==> src/rtl/dec_digit_scheduler.sv <==
// Shares one repeated-subtraction binary-to-BCD engine among NUM_REQ requesters
// using round-robin arbitration, writing {tens, ones} into a per-slot digit bank.
module dec_digit_scheduler #(
  parameter int NUM_REQ = 4,
  parameter int PTR_W   = 3
) (
  input  logic                   clk_in,
  input  logic                   rst_in,
  input  logic [NUM_REQ-1:0]     req_valid_in,
  input  logic [8*NUM_REQ-1:0]   req_value_in,
  output logic [NUM_REQ-1:0]     req_ready_out,
  output logic [8*NUM_REQ-1:0]   digits_out,
  output logic [NUM_REQ-1:0]     ovf_out,
  output logic                   busy_out,
  output logic                   done_pulse_out,
  output logic [PTR_W-1:0]       done_idx_out
);

  typedef enum logic [0:0] {
    IDLE = 1'b0,
    CONV = 1'b1
  } state_t;

  state_t                 state_q, state_d;
  logic [PTR_W-1:0]       rr_ptr_q, rr_ptr_d;
  logic [PTR_W-1:0]       idx_q, idx_d;
  logic [6:0]             rem_q, rem_d;
  logic [3:0]             tens_q, tens_d;
  logic [8*NUM_REQ-1:0]   digits_q, digits_d;
  logic [NUM_REQ-1:0]     ovf_q, ovf_d;
  logic                   busy_q, busy_d;
  logic                   done_pulse_q, done_pulse_d;
  logic [PTR_W-1:0]       done_idx_q, done_idx_d;

  logic                   grant_found_s;
  logic [PTR_W-1:0]       grant_idx_s;
  logic [7:0]             grant_val_s;
  logic [NUM_REQ-1:0]     req_ready_s;

  // Round-robin search starting at rr_ptr_q, first valid slot wins.
  always_comb begin
    int cand;
    cand          = 0;
    grant_found_s = 1'b0;
    grant_idx_s   = '0;
    grant_val_s   = 8'd0;
    for (int k = 0; k < NUM_REQ; k++) begin
      cand = ((int'(rr_ptr_q) + k) >= NUM_REQ) ? (int'(rr_ptr_q) + k - NUM_REQ)
                                               : (int'(rr_ptr_q) + k);
      for (int i = 0; i < NUM_REQ; i++) begin
        if (!grant_found_s && (i == cand) && req_valid_in[i]) begin
          grant_found_s = 1'b1;
          grant_idx_s   = PTR_W'(i);
          grant_val_s   = req_value_in[8*i +: 8];
        end else begin
          grant_found_s = grant_found_s;
        end
      end
    end
  end

  always_comb begin
    req_ready_s = '0;
    for (int i = 0; i < NUM_REQ; i++) begin
      req_ready_s[i] = (state_q == IDLE) && grant_found_s && (grant_idx_s == PTR_W'(i));
    end
  end

  // Next-state logic for the FSM, conversion datapath and result bank.
  always_comb begin
    state_d      = state_q;
    rr_ptr_d     = rr_ptr_q;
    idx_d        = idx_q;
    rem_d        = rem_q;
    tens_d       = tens_q;
    digits_d     = digits_q;
    ovf_d        = ovf_q;
    busy_d       = 1'b0;
    done_pulse_d = 1'b0;
    done_idx_d   = done_idx_q;
    case (state_q)
      IDLE: begin
        if (grant_found_s) begin
          idx_d    = grant_idx_s;
          tens_d   = 4'd0;
          rr_ptr_d = (grant_idx_s == PTR_W'(NUM_REQ - 1)) ? '0 : grant_idx_s + PTR_W'(1);
          state_d  = CONV;
          busy_d   = 1'b1;
          // Values above 99 saturate so the display shows 99 with the overflow flag.
          rem_d    = (grant_val_s > 8'd99) ? 7'd99 : grant_val_s[6:0];
          for (int i = 0; i < NUM_REQ; i++) begin
            if (grant_idx_s == PTR_W'(i)) begin
              ovf_d[i] = (grant_val_s > 8'd99);
            end else begin
              ovf_d[i] = ovf_q[i];
            end
          end
        end else begin
          state_d = IDLE;
        end
      end
      CONV: begin
        if (rem_q >= 7'd10) begin
          rem_d  = rem_q - 7'd10;
          tens_d = tens_q + 4'd1;
          busy_d = 1'b1;
        end else begin
          for (int i = 0; i < NUM_REQ; i++) begin
            if (idx_q == PTR_W'(i)) begin
              digits_d[8*i +: 8] = {tens_q, rem_q[3:0]};
            end else begin
              digits_d[8*i +: 8] = digits_q[8*i +: 8];
            end
          end
          done_pulse_d = 1'b1;
          done_idx_d   = idx_q;
          state_d      = IDLE;
        end
      end
      default: begin
        state_d = IDLE;
      end
    endcase
  end

  // State and output registers with synchronous reset.
  always_ff @(posedge clk_in) begin
    if (rst_in) begin
      state_q      <= IDLE;
      rr_ptr_q     <= '0;
      idx_q        <= '0;
      rem_q        <= 7'd0;
      tens_q       <= 4'd0;
      digits_q     <= '0;
      ovf_q        <= '0;
      busy_q       <= 1'b0;
      done_pulse_q <= 1'b0;
      done_idx_q   <= '0;
    end else begin
      state_q      <= state_d;
      rr_ptr_q     <= rr_ptr_d;
      idx_q        <= idx_d;
      rem_q        <= rem_d;
      tens_q       <= tens_d;
      digits_q     <= digits_d;
      ovf_q        <= ovf_d;
      busy_q       <= busy_d;
      done_pulse_q <= done_pulse_d;
      done_idx_q   <= done_idx_d;
    end
  end

  assign req_ready_out  = req_ready_s;
  assign digits_out     = digits_q;
  assign ovf_out        = ovf_q;
  assign busy_out       = busy_q;
  assign done_pulse_out = done_pulse_q;
  assign done_idx_out   = done_idx_q;

endmodule

==> config.mk <==
export PLATFORM = sky130hd
export DESIGN_NAME = dec_digit_scheduler
export DESIGN_NICKNAME = d
export VERILOG_FILES = /design/src/rtl/dec_digit_scheduler.sv
export SDC_FILE = /design/constraint.sdc
export NUM_CORES = 1
export LEC_CHECK = 0
export CELL_PAD_IN_SITES_DETAIL_PLACEMENT = 0
export CELL_PAD_IN_SITES_GLOBAL_PLACEMENT = 2
export CORE_UTILIZATION = 28
export DETAILED_ROUTE_END_ITERATION = 10
export HOLD_SLACK_MARGIN = 0.12
export PLACE_DENSITY = 0.86
export SLEW_MARGIN = 40
export SYNTH_ARGS = -nofsm -noshare
export SYNTH_HDL_FRONTEND = slang
export SYNTH_SLANG_ARGS = --single-unit
==> constraint.sdc <==
create_clock -name clk_in -period 3.1 [get_ports clk_in]
set_clock_uncertainty 0.05 [all_clocks]
set_input_delay 0.62 -clock clk_in [delete_from_list [all_inputs] [get_ports clk_in]]
set_output_delay 0.62 -clock clk_in [all_outputs]
set_load 0.005 [all_outputs]
==> impl_metrics.json, run 1 <==
{
  "status": "complete, no violations",
  "layout.cells.non_filler": 700,
  "clock-sinks": 55,
  "grt_overflow": 0,
  "rsz0062_at_grt": "true",
  "nets": 596,
  "grt_max_degree": 31,
  "final_common_cell": "clkdlybuf4s50_1",
  "postCtsHoldBufs": 0,
  "r2r-end": "rem_q[1]",
  "dp.final_hpwl_um": 8460,
  "dieArea_um2": 12780,
  "worst_pin_slew_ns": 0.6074,
  "relSlewSlack": 0.5938,
  "synth.top_cell.area_share": 0.3188,
  "regToRegSetupSlack_ns": 0.40,
  "hold_viol_final": 0,
  "ys_seq_area_frac": 0.3188,
  "num-fill-cells": 1239,
  "antenna_found_initial": 0,
  "wl_um": 10680,
  "firstDrtPassIters": 4,
  "ios": 83,
  "io_buffers": 81,
  "arrival_ns": 2.35,
  "synth_cells": 441,
  "syn_area_um2": 3453,
  "syn-num-nets": 485,
  "die_x_um": 113.1,
  "vias": 3650,
  "viasPerCell": 5.214,
  "place_ws_ns": -0.2872,
  "mostFrequentLayoutCells": "clkdlybuf4s50_1, buf_4, dfxtp_1",
  "synthArstFlopShare": 0,
  "drv_cap": 0,
  "endpoint_kind": "output pin",
  "drtIter0Drc": 273,
  "syn_to_final_growth_pct": 40.25,
  "root_buffer": "clkbuf_16",
  "min_path_cells": 2,
  "grt_pass1_wl_um": 17510,
  "num_rows": 40,
  "min_from": "digits_out[17]",
  "yosysWarnings": 0,
  "ff2ff_path_depth": 8,
  "critPathLaunchType": "primary input",
  "fin_crit_ns": 3.022,
  "drtAntennaViolNets": 0,
  "fin_crit_sh": 0.9749,
  "clkTransAtPathRegs_ns": 0.08,
  "ys.flop_type": "dfxtp_1",
  "numCtsBuffers": 5,
  "setup_viol": 0,
  "hold_end": "digits_out[17]",
  "synth_area_per_cell_um2": 7.831,
  "power.leakage_nw": 1.865,
  "grt_use_total": 0.1674,
  "synth_edf_count": 0,
  "diodes": 0,
  "synth-seq-cells": 55,
  "place.gp.congestion": 0.9100,
  "p_per_area_nw_per_um2": 489.4,
  "cp.required_ns": 2.43,
  "core_area_um2": 12010,
  "path_class": "primary input to output pin",
  "wl_per_cell_um": 15.26,
  "utilization": 0.4032,
  "hold_path_class": "register to register",
  "yosysTopAreaCell": "dfxtp_1",
  "grt_pass1_vias": 3461,
  "drv_slew": 0,
  "cts_tree": "done",
  "drcViolationCount": 0,
  "drive_gt1_frac": 0.1627,
  "r2r_start": "rr_ptr_q[1]",
  "yosysUniqueCellTypes": 75,
  "netlist_top_cells_area": "dfxtp_1, a21oi_1, nand2_1",
  "vdd_drop_max_mv": 0.3040,
  "fmax_ghz": 0.3309,
  "insertion_delay_ns": 0.29,
  "fin_ws_ns": 0.07795,
  "placed_cells": 692,
  "cts_max_level": 2,
  "clock_path_buffers": 2,
  "initial_core_util": 0.2875,
  "crit_fanout": 5,
  "cts_setup_buffers": 0,
  "die_h_um": 113.1
}
synthesized netlist by cell type, drive strengths merged, types with 2 or more instances:
cell and instances:
a22o 2, and2b 2, a311oi 2, a2bb2oi 3, o21a 2, o21ai 13, nor2b 4, nand3b 3
a211oi 8, o221ai 3, nand2b 6, o2111ai 4, buf 14, nor2 47, o21bai 3, mux2i 14
nand3 30, o31ai 4, inv 15, o41ai 2, o22ai 3, nor4 2, or3 3, a31oi 5
and2 12, a32oi 3, and3 5, a41o 3, dfxtp 55, o211ai 4, a21oi 40, a21boi 2
ha 6, nand4 2, or2 2, a22oi 3, nor3 13, clkbuf 20, a21o 3, nand2 48
nor3b 5
critical path: stages:
cell and delay (ns):
dlygate4sd2_1 0.32, buf_4 0.18, a21o_1 0.14, and2_2 0.23
inv_1 0.09, ha_1 0.13, and2_1 0.13, clkdlybuf4s50_1 0.51
registers in the layout, indices dropped and copies added, names as in the netlist:
register        cells
tens_q              4
done_pulse_out      1
rr_ptr_q            2
ovf_out             4
digits_out         32
busy_out            1
idx_q               2
done_idx_out        2
rem_q               7
power breakdown:
| part | internal, mW | leakage (nW) | total, mW | switching, mW |
|---|---|---|---|---|
| registers | 0.769 | 0.447 | 0.873 | 0.104 |
| clock network | 0.303 | 0.0742 | 0.559 | 0.256 |
| logic | 0.453 | 1.34 | 0.939 | 0.485 |
layout make-up:
class,count,area (um2),share of cell area
inverter,15,56.30,0.01162
clock inverter,3,22.52,0.004650
timing repair buffer,138,1221,0.2521
clock buffer,5,125.1,0.02583
tap,147,183.9,0.03797
multi-input combinational,337,2130,0.4397
sequential,55,1105,0.2281
what timing repair did:
| item | CTS | global route |
|---|---|---|
| endpoints found under the setup margin | 4 | 4 |
| resized for setup | 8 | 6 |
| cloned | 0 | 0 |
| endpoints found under the hold margin | 0 | 0 |
cell families (layout without fill, tap and decap cells):
| group | Yosys count | in the layout | synth area share |
|---|---|---|---|
| simple gates | 191 | 191 | 0.2899 |
| other cells | 1 | 1 | 0.001086 |
| compound gates | 125 | 125 | 0.2598 |
| fa+ha+maj | 6 | 6 | 0.02174 |
| mux | 14 | 14 | 0.04058 |
| buf+inv | 49 | 161 | 0.06811 |
| flops | 55 | 55 | 0.3188 |
worst max path at each step:
stage	from	endpoint	slack, ns	depth (start not counted)
after floorplan	req_valid_in[2]	req_ready_out[1]	0.40	8
final	req_valid_in[2]	req_ready_out[0]	0.08	8
after CTS	req_valid_in[0]	req_ready_out[0]	0.01	9
after detailed placement	req_valid_in[0]	req_ready_out[0]	-0.29	9
after global routing	req_valid_in[2]	req_ready_out[0]	-0.003	8
after global placement	req_valid_in[0]	req_ready_out[1]	-0.25	9
metrics by stage:
stage                     setup TNS, ns  total power [mW]  hold WS (ns)  instance area [um2]
after detailed placement         -2.763             1.822        0.3970                 4692
after global routing          -0.003421             2.524        0.4391                 4843
final                                 0             2.371        0.4086                 4843
after global placement           -1.950             1.812        0.3976                 4692
after floorplan                       0             1.439        0.4027                 3453
after CTS                             0             2.384        0.4078                 4838
per-layer routing:
metal / part of all wire / vias to the layer above / global-route usage
met5: 0 / - / 0
met4: 0.0087 / 0 / 0.02807
met3: 0.044 / 6 / 0.02196
met2: 0.46 / 122 / 0.2753
met1: 0.49 / 1699 / 0.2362
li1: - / 1823 / -
(Power assumes the default switching activity.)
==> run 2, diff against run 1 <==
Settings changed: CORE_MARGIN set to 2.
==> run 2 against run 1 <==
  * Non-clock buffer count increased by 8
  * Worst hold slack got worse by 0.0044 ns
  * Count of clock-buffer cells in the layout increased by 1
  * Critical path type unchanged
  * Largest cell class unchanged
==> impl_metrics.json, run 2 (same netlist as run 1, synthesis figures left out) <==
{
  "core_area_um2": 12010,
  "ios": 83,
  "path_class": "primary input to output pin",
  "power.leakage_nw": 1.949,
  "clock-sinks": 55,
  "wl_um": 10540,
  "die_x_um": 115.1,
  "rsz0062_at_grt": "false",
  "hold_ws_ns": 0.4042,
  "drtAntennaViolNets": 0,
  "mostFrequentLayoutCells": "clkdlybuf4s50_1, buf_4, dfxtp_1",
  "relSlewSlack": 0.5960,
  "fin_ws_ns": 0.1154,
  "cts_tree": "done",
  "syn_to_final_growth_pct": 43.59,
  "critPathLaunchType": "primary input",
  "r2r-end": "rem_q[0]",
  "viasPerCell": 5.205,
  "nets": 604,
  "vias": 3685,
  "largest_reg_flops": 32,
  "grt_overflow": 0,
  "die_h_um": 115.1,
  "cp.required_ns": 2.43,
  "endpoint_kind": "output pin",
  "grt_pass1_wl_um": 17130,
  "grt_max_degree": 32,
  "worst_pin_slew_ns": 0.6042,
  "clkTransAtPathRegs_ns": 0.07,
  "insertion_delay_ns": 0.29,
  "numCtsBuffers": 5,
  "fin_crit_ns": 2.985,
  "place_ws_ns": -0.2959,
  "setup_viol": 0,
  "vdd_drop_max_mv": 0.2234,
  "drcViolationCount": 0,
  "ff2ff_path_depth": 8,
  "drv_cap": 0,
  "r2r_start": "rr_ptr_q[0]",
  "drive_gt1_frac": 0.1800,
  "crit_fanout": 9,
  "hold_path_class": "register to register",
  "place.gp.congestion": 0.8797,
  "regToRegSetupSlack_ns": 0.35,
  "hold_end": "digits_out[19]",
  "diodes": 0,
  "final_common_cell": "clkdlybuf4s50_1",
  "grt_use_total": 0.1588,
  "drv_slew": 0,
  "dp.final_hpwl_um": 8457,
  "min_path_cells": 2,
  "status": "complete, no violations",
  "fin_crit_sh": 0.9628,
  "utilization": 0.4128,
  "num_rows": 40,
  "fmax_ghz": 0.3351,
  "clock_path_buffers": 2,
  "min_from": "digits_out[19]",
  "power.total_mw": 2.470,
  "root_buffer": "clkbuf_16",
  "hold_viol_final": 0,
  "drtIter0Drc": 298,
  "io_buffers": 81,
  "grt_pass1_vias": 3487,
  "arrival_ns": 2.31,
  "initial_core_util": 0.2875,
  "firstDrtPassIters": 5,
  "wl_per_cell_um": 14.89,
  "antenna_found_initial": 0,
  "cts_max_level": 2,
  "dieArea_um2": 13240,
  "p_per_area_nw_per_um2": 498.2
}
-- run 2: critical path, cell delays in order --
cell and delay (ns):
clkdlybuf4s15_1 0.36, o21ai_0 0.14, a21o_1 0.19, and2_4 0.18, inv_2 0.06, ha_1 0.13, and2_4 0.14, clkdlybuf4s50_1 0.49
-- run 2: layer usage --
metal,routed length [um],global-route usage,up-vias,part of all wire
li1,-,-,1845,-
met5,0,0,-,0
met2,4692,0.2565,124,0.45
met4,120,0.03775,0,0.011
met1,5160,0.2228,1704,0.49
met3,566,0.02478,12,0.054
-- run 2: how the worst max path moves through the flow --
stage,end,start,slack (ns)
after global routing,req_ready_out[0],req_valid_in[1],0.006
final,req_ready_out[0],req_valid_in[1],0.12
after CTS,req_ready_out[0],req_valid_in[3],-0.04
after detailed placement,req_ready_out[0],req_valid_in[1],-0.30
after floorplan,req_ready_out[1],req_valid_in[2],0.40
after global placement,req_ready_out[0],req_valid_in[1],-0.25
-- run 2: power by group --
group / internal [mW] / switching (mW) / total [mW] / leakage [nW]
Combinational: 0.459 / 0.487 / 0.946 / 1.41
Sequential: 0.768 / 0.0997 / 0.868 / 0.447
Clock: 0.406 / 0.250 / 0.656 / 0.0875
-- run 2: stage by stage --
stage | setup TNS, ns | cells | area (um2)
finish | 0 | 708 | 4959
global route | 0 | 708 | 4959
floorplan | 0 | 441 | 3453
global placement | -1.976 | 699 | 4745
detailed placement | -2.868 | 699 | 4745
CTS | -0.03850 | 707 | 4925
-- run 2: what timing repair did --
item	in CTS	in global routing
hold buffers	0	0
buffers inserted	0	1
gates resized for setup	7	13
setup endpoints to repair	4	4
-- run 2: layout make-up --
type / instances / area [um2]
fillers: 1210 / 7053
clock inverters: 2 / 38.79
inverters: 15 / 56.30
flip-flops and latches: 55 / 1102
clock buffers: 6 / 138.9
multi-input cells: 337 / 2143
repair buffers: 146 / 1295
well taps: 147 / 183.9
==> run 3, diff against run 2 <==
Settings changed: CELL_PAD_IN_SITES_DETAIL_PLACEMENT 0 to 1, CELL_PAD_IN_SITES_GLOBAL_PLACEMENT 2 to 1, CORE_UTILIZATION 28 to 46, DONT_BUFFER_PORTS set to 1.
==> run 3 against run 2 <==
  * Clock power decreased by 38%
  * Non-clock buffer count decreased by 137
  * Routed wire length increased by 0.52%
  * Critical path type is now register to output pin
  * Cell count decreased by 26%
  * Critical path depth decreased by 2
  * Sequential share of layout area increased by 8.8 points
  * First-iteration DRC count decreased by 35%
  * Die area decreased by 38%
  * Combinational power decreased by 27%
  * Largest power group is now registers
==> impl_metrics.json, run 3 (same netlist as run 1, synthesis figures left out) <==
{
  "nets": 467,
  "wl_per_cell_um": 20.26,
  "fin_crit_sh": 0.9082,
  "critPathLaunchType": "register",
  "mostFrequentLayoutCells": "dfxtp_1, nand2_1, nor2_1",
  "drtIter0Drc": 194,
  "r2r-end": "digits_out[3]",
  "cts_setup_buffers": 0,
  "status": "complete, no violations",
  "num-fill-cells": 919,
  "relSlewSlack": 0.5901,
  "ios": 83,
  "min_from": "rst_in",
  "ff2ff_path_depth": 6,
  "p_sw_frac": 0.3880,
  "dieArea_um2": 8217,
  "die_x_um": 90.65,
  "grt_use_met1": 0.2995,
  "syn_to_final_growth_pct": 3.116,
  "io_buffers": 0,
  "drive_gt1_frac": 0.08726,
  "fin_tns_setup_ns": 0,
  "rsz0062_at_grt": "false",
  "layout.cells.non_filler": 523,
  "arrival_ns": 2.15,
  "internal_power_mw": 1.223,
  "worst_pin_slew_ns": 0.6131,
  "cts_tree": "done",
  "multi_input_area_um2": 2117,
  "grt_use_total": 0.2560,
  "path_class": "register to output pin",
  "fmax_ghz": 0.3552,
  "met2_usage": 0.4757,
  "drtAntennaViolNets": 0,
  "clock-sinks": 55,
  "grt_overflow": 0,
  "switchingPower_mw": 0.7754,
  "r2r_start": "rem_q[2]",
  "place_ws_ns": 0.4077,
  "numCtsBuffers": 5,
  "endpoint_kind": "output pin",
  "seqCellArea_um2": 1104,
  "grt_pass1_vias": 3377,
  "p_clk_frac": 0.204,
  "grt_max_degree": 57,
  "largest_reg_flops": 32,
  "power.leakage_nw": 1.296,
  "regToRegSetupSlack_ns": 0.50,
  "final_common_cell": "dfxtp_1",
  "hold_ws_ns": 0.3196,
  "hold_viol_final": 0,
  "num_rows": 31,
  "antenna_found_initial": 0,
  "top_usage_layer": "met2",
  "power_frac_comb": 0.346,
  "wl_um": 10600,
  "setup_viol": 0,
  "vias": 3292,
  "hold_end": "digits_out[19]",
  "fin_area_um2": 3561,
  "root_buffer": "clkbuf_8",
  "place.gp.congestion": 0.9890,
  "drv_cap": 0,
  "power.total_mw": 1.998,
  "firstDrtPassIters": 4,
  "dp.final_hpwl_um": 8031,
  "cp.required_ns": 2.43,
  "placed_cells": 515,
  "utilization": 0.4909,
  "startpoint": "rr_ptr_q[1]",
  "crit_fanout": 22,
  "p_per_area_nw_per_um2": 561.1,
  "clock_path_buffers": 2,
  "grtUsageMet3": 0.04424,
  "insertion_delay_ns": 0.31,
  "min_path_cells": 1,
  "vdd_drop_max_mv": 0.2103,
  "dpl-instance-area_um2": 3466,
  "viasPerCell": 6.294,
  "core_area_um2": 7253,
  "diodes": 0,
  "drcViolationCount": 0,
  "fin_ws_ns": 0.2847,
  "cts_max_level": 2,
  "clkTransAtPathRegs_ns": 0.10,
  "hold_path_class": "primary input to register",
  "power_frac_seq": 0.450,
  "initial_core_util": 0.4761,
  "drv_slew": 0,
  "fin_crit_ns": 2.815,
  "die_h_um": 90.65,
  "grt_pass1_wl_um": 17390
}
## run 3: changes by cell type in the layout (fill, tap and decap cells not counted), sizes merged, moves of 2 or more
cell | before | now
clkdlybuf4s50 | 74 | 0
buf | 66 | 9
clkbuf | 7 | 5
dlymetal6s2s | 2 | 0
dlygate4sd2 | 2 | 0
## run 3: how the worst max path moves through the flow
stage | end | slack [ns] | depth (start not counted)
floorplan | req_ready_out[1] | 0.40 | 8
global placement | rem_q[0] | 0.48 | 7
detailed placement | rem_q[1] | 0.41 | 7
CTS | req_ready_out[3] | 0.06 | 6
global route | req_ready_out[1] | 0.15 | 6
finish | req_ready_out[3] | 0.28 | 6
## run 3: per-layer routing
metal	wire length, um	part of all wire
met1	4333	0.41
met2	5577	0.53
met3	529	0.050
met4	155	0.015
met5	0	0
## run 3: worst max-delay path, cell delays in order, from the launching register on
cell and delay (ns):
dfxtp_2 0.44, and2b_1 0.29, a21oi_1 0.06, o221ai_1 0.50, inv_1 0.14, ha_1 0.23, and2_1 0.17
## run 3: layout make-up
class | count | area share
Clock buffer | 5 | 0.01933
Timing Repair Buffer | 9 | 0.01897
Tap cell | 99 | 0.03479
Multi-Input combinational cell | 337 | 0.5945
Clock inverter | 3 | 0.006676
Inverter | 15 | 0.01581
Sequential cell | 55 | 0.3099
## run 3: power groups by stage
stage | Combinational, mW | Sequential [mW] | Clock, mW
after global routing | 0.764 | 0.912 | 0.444
after global placement | 0.667 | 0.906 | 0
after floorplan | 0.620 | 0.819 | 0
final | 0.692 | 0.900 | 0.407
after detailed placement | 0.688 | 0.913 | 0
after CTS | 0.691 | 0.898 | 0.417
## run 3: repair_timing
item,4_1_cts,5_1_grt
hold buffers,0,0
setup endpoints to repair,0,4
resized for setup,0,2
